## config.mk

```make
export PLATFORM = sky130hd
export DESIGN_NAME = req_arbiter_4ch
export DESIGN_NICKNAME = d
export VERILOG_FILES = /design/src/rtl/req_arbiter_4ch_pkg.sv /design/src/rtl/req_arbiter_4ch_pick.sv /design/src/rtl/req_arbiter_4ch.sv
export SDC_FILE = /design/constraint.sdc
export NUM_CORES = 1
export LEC_CHECK = 0
export ABC_CLOCK_PERIOD_IN_PS = 1700
export CELL_PAD_IN_SITES_DETAIL_PLACEMENT = 1
export CELL_PAD_IN_SITES_GLOBAL_PLACEMENT = 2
export CORE_MARGIN = 2
export CORE_UTILIZATION = 27
export DETAILED_ROUTE_END_ITERATION = 12
export GPL_TIMING_DRIVEN = 0
export PLACE_DENSITY = 0.82
export SKIP_CTS_REPAIR_TIMING = 1
export SLEW_MARGIN = 20
export SYNTH_ARGS = -nofsm -noshare
export SYNTH_HDL_FRONTEND = slang
export SYNTH_SLANG_ARGS = --single-unit
```

## constraint.sdc

```tcl
create_clock -name clk -period 1.7 [get_ports clk]
set_input_delay 0.17 -clock clk [delete_from_list [all_inputs] [get_ports clk]]
set_output_delay 0.17 -clock clk [all_outputs]
set_load 0.02 [all_outputs]
```

## src/rtl/req_arbiter_4ch_pkg.sv

```systemverilog
// req_arbiter_4ch_pkg: shared state codes, channel sizing and grant decode helper for the request arbiters
package req_arbiter_4ch_pkg;
  localparam int NUM_CH = 4;
  localparam int CH_W = 2;
  typedef enum logic [1:0] {
    ST_IDLE  = 2'd0,
    ST_GRANT = 2'd1,
    ST_GAP   = 2'd2
  } state_e;
  function automatic logic [NUM_CH-1:0] onehot(input logic [CH_W-1:0] id);
    return NUM_CH'(1) << id;
  endfunction
endpackage

```

## src/rtl/req_arbiter_4ch_pick.sv

```systemverilog
// rr_priority_pick4: combinational winner select, fixed (highest index) or round-robin from ptr
module rr_priority_pick4
  import req_arbiter_4ch_pkg::*;
(
  input  logic [NUM_CH-1:0] req_i,
  input  logic [CH_W-1:0]   ptr_i,
  input  logic              mode_i,
  output logic [CH_W-1:0]   win_id_o,
  output logic              win_v_o
);
  logic [CH_W-1:0]     sh;
  logic [2*NUM_CH-1:0] dbl;
  logic [NUM_CH-1:0]   rot;
  logic [CH_W-1:0]     enc;
  // rotating by ptr makes the round-robin scan a plain lowest-index encode
  assign sh  = mode_i ? ptr_i : '0;
  assign dbl = {req_i, req_i} >> sh;
  assign rot = dbl[NUM_CH-1:0];
  always_comb begin
    enc = mode_i ? (rot[0] ? 2'd0 : rot[1] ? 2'd1 : rot[2] ? 2'd2 : 2'd3)
                 : (rot[3] ? 2'd3 : rot[2] ? 2'd2 : rot[1] ? 2'd1 : 2'd0);
  end
  assign win_id_o = enc + sh;
  assign win_v_o  = |req_i;
endmodule

```

## src/rtl/req_arbiter_4ch.sv

```systemverilog
// req_arbiter_4ch: 4-requester arbiter with grant hold, release gap and optional hold timeout
module req_arbiter_4ch
  import req_arbiter_4ch_pkg::*;
#(
  parameter bit MODE_RR  = 1'b0,
  parameter int MAX_HOLD = 15,
  parameter int CNT_W    = 4
) (
  input  logic              clk,
  input  logic              rst,
  input  logic [NUM_CH-1:0] req_i,
  input  logic              done_i,
  output logic [NUM_CH-1:0] gnt_o,
  output logic [CH_W-1:0]   gnt_id_o,
  output logic              gnt_v_o,
  output logic              busy_o,
  output logic              timeout_o
);
  state_e            state_q, state_d;
  logic [NUM_CH-1:0] gnt_q, gnt_d;
  logic [CH_W-1:0]   id_q, id_d;
  logic [CH_W-1:0]   last_q, last_d;
  logic [CH_W-1:0]   ptr_q, ptr_d;
  logic [CNT_W-1:0]  cnt_q, cnt_d;
  logic              tmo_q, tmo_d;
  logic [CH_W-1:0]   win_id;
  logic              win_v;
  logic              hit_max;
  logic              rel;
  rr_priority_pick4 u_pick (
    .req_i   (req_i),
    .ptr_i   (ptr_q),
    .mode_i  (MODE_RR),
    .win_id_o(win_id),
    .win_v_o (win_v)
  );
  assign hit_max = (MAX_HOLD != 0) && (cnt_q == CNT_W'(MAX_HOLD - 1));
  assign rel     = done_i || !req_i[id_q] || hit_max;
  always_comb begin
    state_d = state_q;
    gnt_d   = gnt_q;
    id_d    = id_q;
    last_d  = last_q;
    ptr_d   = ptr_q;
    cnt_d   = cnt_q;
    tmo_d   = 1'b0;
    case (state_q)
      ST_IDLE: if (win_v) begin
        state_d = ST_GRANT;
        gnt_d   = onehot(win_id);
        id_d    = win_id;
        cnt_d   = '0;
      end
      ST_GRANT: begin
        cnt_d = &cnt_q ? cnt_q : cnt_q + 1'b1;
        if (rel) begin
          state_d = ST_GAP;
          gnt_d   = '0;
          id_d    = '0;
          last_d  = id_q;
          tmo_d   = hit_max && !done_i && req_i[id_q];
        end
      end
      ST_GAP: begin
        state_d = ST_IDLE;
        ptr_d   = last_q + 1'b1;
      end
      default: begin
        state_d = ST_IDLE;
        gnt_d   = '0;
        id_d    = '0;
      end
    endcase
  end
  always_ff @(posedge clk) begin
    if (rst) begin
      state_q <= ST_IDLE;
      gnt_q   <= '0;
      id_q    <= '0;
      last_q  <= '0;
      ptr_q   <= '0;
      cnt_q   <= '0;
      tmo_q   <= 1'b0;
    end else begin
      state_q <= state_d;
      gnt_q   <= gnt_d;
      id_q    <= id_d;
      last_q  <= last_d;
      ptr_q   <= ptr_d;
      cnt_q   <= cnt_d;
      tmo_q   <= tmo_d;
    end
  end
  assign gnt_o     = gnt_q;
  assign gnt_id_o  = id_q;
  assign gnt_v_o   = |gnt_q;
  assign busy_o    = state_q != ST_IDLE;
  assign timeout_o = tmo_q;
endmodule
```

# Word-level counts from Yosys, hierarchy flattened
# Cells that the tools add are included.
dict set report word_totals {
  inputBits 7
  regBits 13
  output_inout_bits 9
  word_cells 50
}
dict set report classes {
  n_eq_ne 6
  mux 17
  n_shift 1
  n_bitwise 3
  n_reduce_logical 16
  add_sub_neg 1
  magnitude_cmp 1
}
# operator count
set op_table {}
lappend op_table {{$mux W4} 4}
lappend op_table {{$mux W2} 6}
lappend op_table {{$pmux W4 S3} 1}
lappend op_table {{$pmux W4 S2} 1}
lappend op_table {{$reduce_or A4 Y1} 2}
lappend op_table {{$pmux W2 S3} 1}
lappend op_table {{$reduce_and A3 Y1} 2}
lappend op_table {{$add A4 B1 Y4 const B} 1}
lappend op_table {{$eq A4 B4 Y1 const B} 1}
lappend op_table {{$ne A2 B2 Y1 const B} 2}
lappend op_table {{$pmux W2 S2} 1}
lappend op_table {{$reduce_and A4 Y1} 1}
lappend op_table {{$reduce_bool A2 Y1} 2}
lappend op_table {{$shl A1 B2 Y4 const A} 1}
lappend op_table {{$lt A2 B3 Y1 const B} 1}
lappend op_table {{$not A1 Y1} 3}
lappend op_table {{$reduce_or A3 Y1} 1}
lappend op_table {{$bmux W1 S2} 1}
lappend op_table {{$eq A2 B1 Y1 const B} 1}
lappend op_table {{$eq A2 B2 Y1 const B} 1}
lappend op_table {{$logic_and A1 B1 Y1} 2}
lappend op_table {{$logic_not A1 Y1} 2}
lappend op_table {{$logic_not A2 Y1} 1}
lappend op_table {{$logic_or A1 B1 Y1} 2}
lappend op_table {{3 further kinds} 4}

# Depth between registers and ports, before layout
# Gate-level depths: netlist (run 1).
dict set report logic_depth {
  word_depth 7
  mapped_depth 6
}

# By module
# From an unflattened synthesis (run 1), not the netlist that was laid out.
dict set report hier_totals {
  hier_cells 117
  hier_area_um2 1017.2
}
# module cells_each instances seq_area_each_um2 area_each_um2
set modules_own_cells {}
lappend modules_own_cells {req_arbiter_4ch 94 1 340.3 865.8}
lappend modules_own_cells {rr_priority_pick4 23 1 0.0 151.4}

# Least setup slack after synthesis (run 1)
# OpenSTA, ideal clock, no wires.
dict set report synth_timing {
  path_kind {register to register}
  start {register id_q[0], in the netlist gnt_id_o[0]}
  end {register id_q[0], in the netlist gnt_id_o[0]}
  path_slack_ps 336
  required_time_ps 1614
  arrival_time_ps 1279
  synth_period_minus_slack_ps 1364
  stages_incl_launch_ff 5
  path_cell_list {dfxtp_1 > or2_2 > o22ai_1 > nand2_1 > a211oi_1}
}
dict set report synth_between {
  elab_chain_cells 7
}
# item line_no
set synth_rtl {}
lappend synth_rtl {{from (decl)} req_arbiter_4ch.sv:21} ;# logic [CH_W-1:0] id_q, id_d;
lappend synth_rtl {{from (signal assigned)} req_arbiter_4ch.sv:87} ;# id_q <= id_d;
lappend synth_rtl {{$bmux W1 S2} req_arbiter_4ch.sv:38} ;# assign rel = done_i || !req_i[id_q] || hit_max;
lappend synth_rtl {{$mux W1 (not written as such)} req_arbiter_4ch.sv:38}
lappend synth_rtl {{$logic_not A1 Y1} req_arbiter_4ch.sv:38}
lappend synth_rtl {{$logic_or A1 B1 Y1 (2 in a row)} req_arbiter_4ch.sv:38}
lappend synth_rtl {{$ne A2 B2 Y1 (no line)} -}
lappend synth_rtl {{$reduce_and A3 Y1 (no line)} -}
# No other way between the ends. The select of a mux whose other input is x is not followed.
# A chain may end at the register's enable or synchronous reset.

# Final worst setup path (run 1)
dict set report layout_timing {
  start {input req_i[2]}
  end {register cnt_q[1]}
}
dict set report layout_between {
  elab_chain_cells 3
}
# item line_no
set layout_rtl {}
lappend layout_rtl {{from (decl)} req_arbiter_4ch.sv:11} ;# input logic [NUM_CH-1:0] req_i,
lappend layout_rtl {{$reduce_or A4 Y1} req_arbiter_4ch_pick.sv:24} ;# assign win_v_o = |req_i;
lappend layout_rtl {{$ne A2 B1 Y1 (no line)} -}
lappend layout_rtl {{$reduce_and A3 Y1 (no line)} -}
lappend layout_rtl {{to (signal assigned)} req_arbiter_4ch.sv:90} ;# cnt_q <= cnt_d;
lappend layout_rtl {{to (decl)} req_arbiter_4ch.sv:24} ;# logic [CNT_W-1:0] cnt_q, cnt_d;
# No other way between the ends.

==> metrics, run 1 <==
Clk Latency, worst-skew pair=0.28 ns; register area=260 µm²; DRT antenna net count=0; Multi-input gate area=399 µm²; number of max-cap violations=0; final hold slack=0.326 ns; most common cell after layout, fill and taps aside=dfxtp_1; WL/cell=12.9 µm; peak supply drop=369 µV; critical path type=in -> reg; first-pass GRT wire length=2840 µm; # H-tree levels=1; Max-slew headroom=69.5%; Clock Sink Count=13; GRT Resource Usage Total=13.7%; worst reg2reg path depth=6; clk buf depth=2; DRT iter0 DRCs=5; Worst Tran Pin Value=0.458 ns; Initial Util=28.0%; Syn Nets=89; Die Height=54.0 µm; Post-synth EDFFs=0; HP Start=req_i[3]; GP Congestion=0.702; status=complete, no violations; PortBufs=15; Final min period=1.61 ns; die width=54.0 µm; Leak=0.000363 µW; reg-to-reg startpoint=cnt_q[0]; Worst Skew=0.00275 ns; Yosys top cell by area=dfxtp_1; core footprint=2410 µm²; CP required=1.86 ns; top post-synthesis cells by area=dfxtp_1 39%, nand2b_1 5.6%, nor2_1 5.6%; Seq/Total Area, Yosys=38.6%; vias in the first global route=691; mean number of vias per cell=5.02; Endpoint, Worst Hold=gnt_o[3]; Syn Std Cell Area=674 µm²; post-layout total power=730 µW; Syn Inst Count=80; final-stage net count=109; Synth cell types=31; CTS tree=yes; Critical R2R Capture=gnt_o[2]; std cell rows=18; CTS Buf Count=3; final WL=1670 µm; die footprint=2910 µm²; final worst-path cycle share=95.0%; YS warnings=0; drt pass-1 iters=3; share of the synthesized area in the top cell type=38.6%; largest net degree at the start of global routing=11; #FFs+latches synth=13; Hold/Removal Path Class=in -> reg; Worst-path clk slew=0.08 ns; io pins=16; final setup fails=0; max frequency=619 MHz; share of cells above drive strength 1=9.09%; synthesized area per cell=8.43 µm²; clk root buf=clkbuf_4; Final Max Slew Viols=0; RSZ-0062 raised after global routing=no; Max FO, Critical Path=6; Main synth FF type=dfxtp_1; hold path depth=3; R2R Setup Slk=0.18 ns; Fin. Hold Viols=0; via count=648; crit end category=flop; most frequent cells in the layout=13 x dfxtp_1, 12 x clkdlybuf4s50_1, 9 x nor2_1; DRC=0; hpwl dp=1300 µm; grt ovf=0; Startpoint Class=input pin; number of diodes=0; asr flop ratio synth=0%; CP Data Arrival Time=1.78 ns; initial antenna violation count=0; filler instances=283; total power per unit cell area=807 nW/µm²; area grow syn2layout=34.1%
-- registers in the layout, summed over array words and instances, names as in the netlist --
register and flops:
state_q 2, timeout_o 1, gnt_o 4, gnt_id_o 2
cnt_q 4
-- routing by layer --
layer / routed length, µm / up-vias / global-route usage (%)
li1: - / 326 / -
met1: 776 / 300 / 16.7
met4: 34 / 0 / 6.25
met3: 79 / 5 / 3.33
met2: 777 / 17 / 22.8
met5: 0 / - / 0
-- how the worst max path moves through the flow --
| stage | cells past startpoint | end | slack, ns | startpoint |
|---|---|---|---|---|
| detailed placement | 5 | cnt_q[1] | -0.28 | req_i[3] |
| global placement | 5 | cnt_q[1] | -0.24 | req_i[3] |
| global route | 5 | gnt_id_o[0] | 0.01 | req_i[2] |
| floorplan | 4 | gnt_id_o[0] | 0.34 | gnt_id_o[0] |
| finish | 5 | cnt_q[1] | 0.09 | req_i[2] |
| CTS | 4 | busy_o | -0.22 | state_q[0] |
-- metrics by stage --
step	utilization [%]	std cells	cell area (µm²)	TNS [ns]	setup slack, ns
finish	37.5	129	905	0	0.0853
global placement	35.8	125	862	-1.71	-0.242
global route	37.5	129	905	0	0.0141
detailed placement	35.8	125	862	-1.87	-0.282
CTS	36.9	129	888	-0.409	-0.218
floorplan	-	80	674	0	0.336
-- area by class of cell --
class	instances	area share, %
multi-input combinational	61	44.1
clock buffer	4	2.90
inverter	4	1.66
tap	30	4.15
buffer	2	0.968
sequential	13	28.8
timing repair buffer	15	17.4
-- power by group --
| group | internal [µW] | total [µW] | switching [µW] |
|---|---|---|---|
| clock | 91.2 | 199 | 108 |
| combinational | 85.8 | 193 | 107 |
| sequential | 322 | 337 | 15.7 |
-- logic make-up after synthesis --
group	share of synthesized area (%)
buf+inv	3.52
simple gates	26.3
fa+ha+maj	3.71
mux	4.45
flops	38.6
xor+xnor	2.60
compound gates	20.8
-- worst max-delay path: stages --
cell,delay (ns)
clkdlybuf4s50_1,0.49
or4_4,0.60
o21ai_1,0.24
mux2i_1,0.22
nor2_1,0.05
-- Yosys cell counts, types with 2 or more instances --
library cell and count:
o211ai_1 2, nand3_1 2, dfxtp_1 13, nand2b_1 6
nor2_1 10, o21ai_0 4, nand2_1 4, inv_1 4
a21oi_1 6, mux2i_1 3, xor2_1 2, ha_1 2
and3_1 2, a211oi_1 3
(Power assumes the default switching activity.)
==> inputs of run 2 (changes only) <==
==> constraint.sdc (replaced) <==
create_clock -name clk -period 1.7 [get_ports clk]
set_input_delay 0.51 -clock clk [delete_from_list [all_inputs] [get_ports clk]]
set_output_delay 0.51 -clock clk [all_outputs]
set_load 0.02 [all_outputs]
==> run 2 against run 1 <==
- the run now ends with negative setup slack left
- flip-flop and latch count unchanged
- via count up 2.0%
- sequential power about the same
- utilization up 2.5 points
- global-route usage unchanged
- clock-buffer cell count unchanged
- first-iteration DRC count up 60%
- die area unchanged
- routed wire length up 3.4%
- final cell count up 0.78%
- critical path depth down 3
- non-clock buffer count up 1
==> metrics, run 2 (synthesis results as in run 1) <==
HP Start=cnt_q[0]; Crit path largest cell delay=0.53 ns; Multi-input gate area=427 µm²; Worst Tran Pin Value=0.484 ns; Clk Latency, worst-skew pair=0.28 ns; crit end category=primary output; DRT iter0 DRCs=8; vias in the first global route=691; Clock Sink Count=13; die footprint=2910 µm²; Max-slew headroom=67.8%; final worst-path cycle share=105%; highest routed metal layer=met4; status=finished, violations left; critical path, cell by cell=or4_4 -> buf_6; Initial Util=28.0%; clk buf depth=2; number of diodes=0; Final Max Slew Viols=0; Leak=0.000508 µW; CTS tree=yes; hpwl dp=1300 µm; clk root buf=clkbuf_4; peak supply drop=365 µV; DRC=0; area grow syn2layout=43.2%; RSZ-0062 raised after global routing=yes; WL/cell=13.3 µm; Max FO, Critical Path=3; Fin. Hold Viols=0; reg-to-reg startpoint=cnt_q[0]; share of cells above drive strength 1=17.0%; most common cell after layout, fill and taps aside=dlymetal6s2s_1; violated checks=negative setup slack; final setup fails=2; Finished Cell Area=966 µm²; final-stage net count=110; most frequent cells in the layout=12 x dlymetal6s2s_1, 11 x dfxtp_1, 9 x nor2_1; GP Congestion=0.702; number of max-cap violations=0; std cell rows=18; CTS Buf Count=3; Die Height=54.0 µm; Core Util, Final=40.1%; mean number of vias per cell=5.08; CP required=1.19 ns; CP startpoint=gnt_o[3]; final WL=1720 µm; DRT antenna net count=0; filler instances=281; worst setup margin=-0.0877 ns; io pins=16; critical path type=reg -> out; Hold/Removal Path Class=reg -> reg; PortBufs=15; first-pass GRT wire length=2840 µm; worst slack, placed=-0.622 ns; CP Data Arrival Time=1.28 ns; highest-delay cell along the critical path=or4_4; core footprint=2410 µm²; initial antenna violation count=0; Startpoint Class=flop; Metal-1 WL=802 µm; die width=54.0 µm; max frequency=559 MHz; met3 WL post-DR=64 µm; largest net degree at the start of global routing=11; GRT Resource Usage Total=13.7%; # H-tree levels=1; Placement Cell Area=862 µm²; met2 wire length=836 µm; drt pass-1 iters=4; total power per unit cell area=772 nW/µm²; register area=263 µm²; grt ovf=0; Final min period=1.79 ns; Worst-path clk slew=0.08 ns; Worst Skew=0.00547 ns; via count=661
-- run 2: cell count changes in the layout (fill, tap and decap cells not counted), sizes merged --
| cell | change |
|---|---|
| buf | +2 |
| dlymetal6s2s | +9 |
| clkdlybuf4s50 | -10 |
-- run 2: path summary, 6_finish.rpt --
kind | end | slack [ns] | cells after the start
worst max-delay path | gnt_v_o | -0.09 | 2
worst min-delay path | cnt_q[0] | 0.49 | 2
worst max register to register | gnt_o[2] | 0.21 | 6
worst min register to register | cnt_q[0] | 0.49 | 2
-- run 2: layout make-up --
cell class / count / share of cell area (%)
plain buffers: 2 / 0.907
multi-input cells: 61 / 44.2
flip-flops and latches: 13 / 27.2
well taps: 30 / 3.89
clock buffers: 4 / 2.72
repair buffers: 16 / 19.6
inverters: 4 / 1.55
-- run 2: power by group --
part	switching [µW]	internal [µW]
Sequential	16.6	322
Combinational	118	95.0
Clock	103	91.0
-- run 2: routing by layer --
layer,GRT usage [%],vias up
li1,-,327
met1,16.7,316
met2,22.8,14
met3,3.33,4
met4,6.25,0
met5,0,-
-- run 2: critical path, delay by kind of cell (launching register included) --
| family | cells | cell delay [ns] |
|---|---|---|
| buffers and inverters | 1 | 0.15 |
| DFF | 1 | 0.33 |
| and+or+nand+nor | 1 | 0.53 |
-- run 2: per-stage QoR --
| stage | instances | hold WS, ns | power, µW | TNS [ns] |
|---|---|---|---|---|
| after detailed placement | 125 | 0.491 | 537 | -6.39 |
| final | 130 | 0.494 | 746 | -0.134 |
| after global routing | 130 | 0.536 | 804 | -0.270 |
| after global placement | 125 | 0.479 | 536 | -6.28 |
| after CTS | 129 | 0.503 | 739 | -3.96 |
| after floorplan | 80 | 0.462 | 460 | 0 |
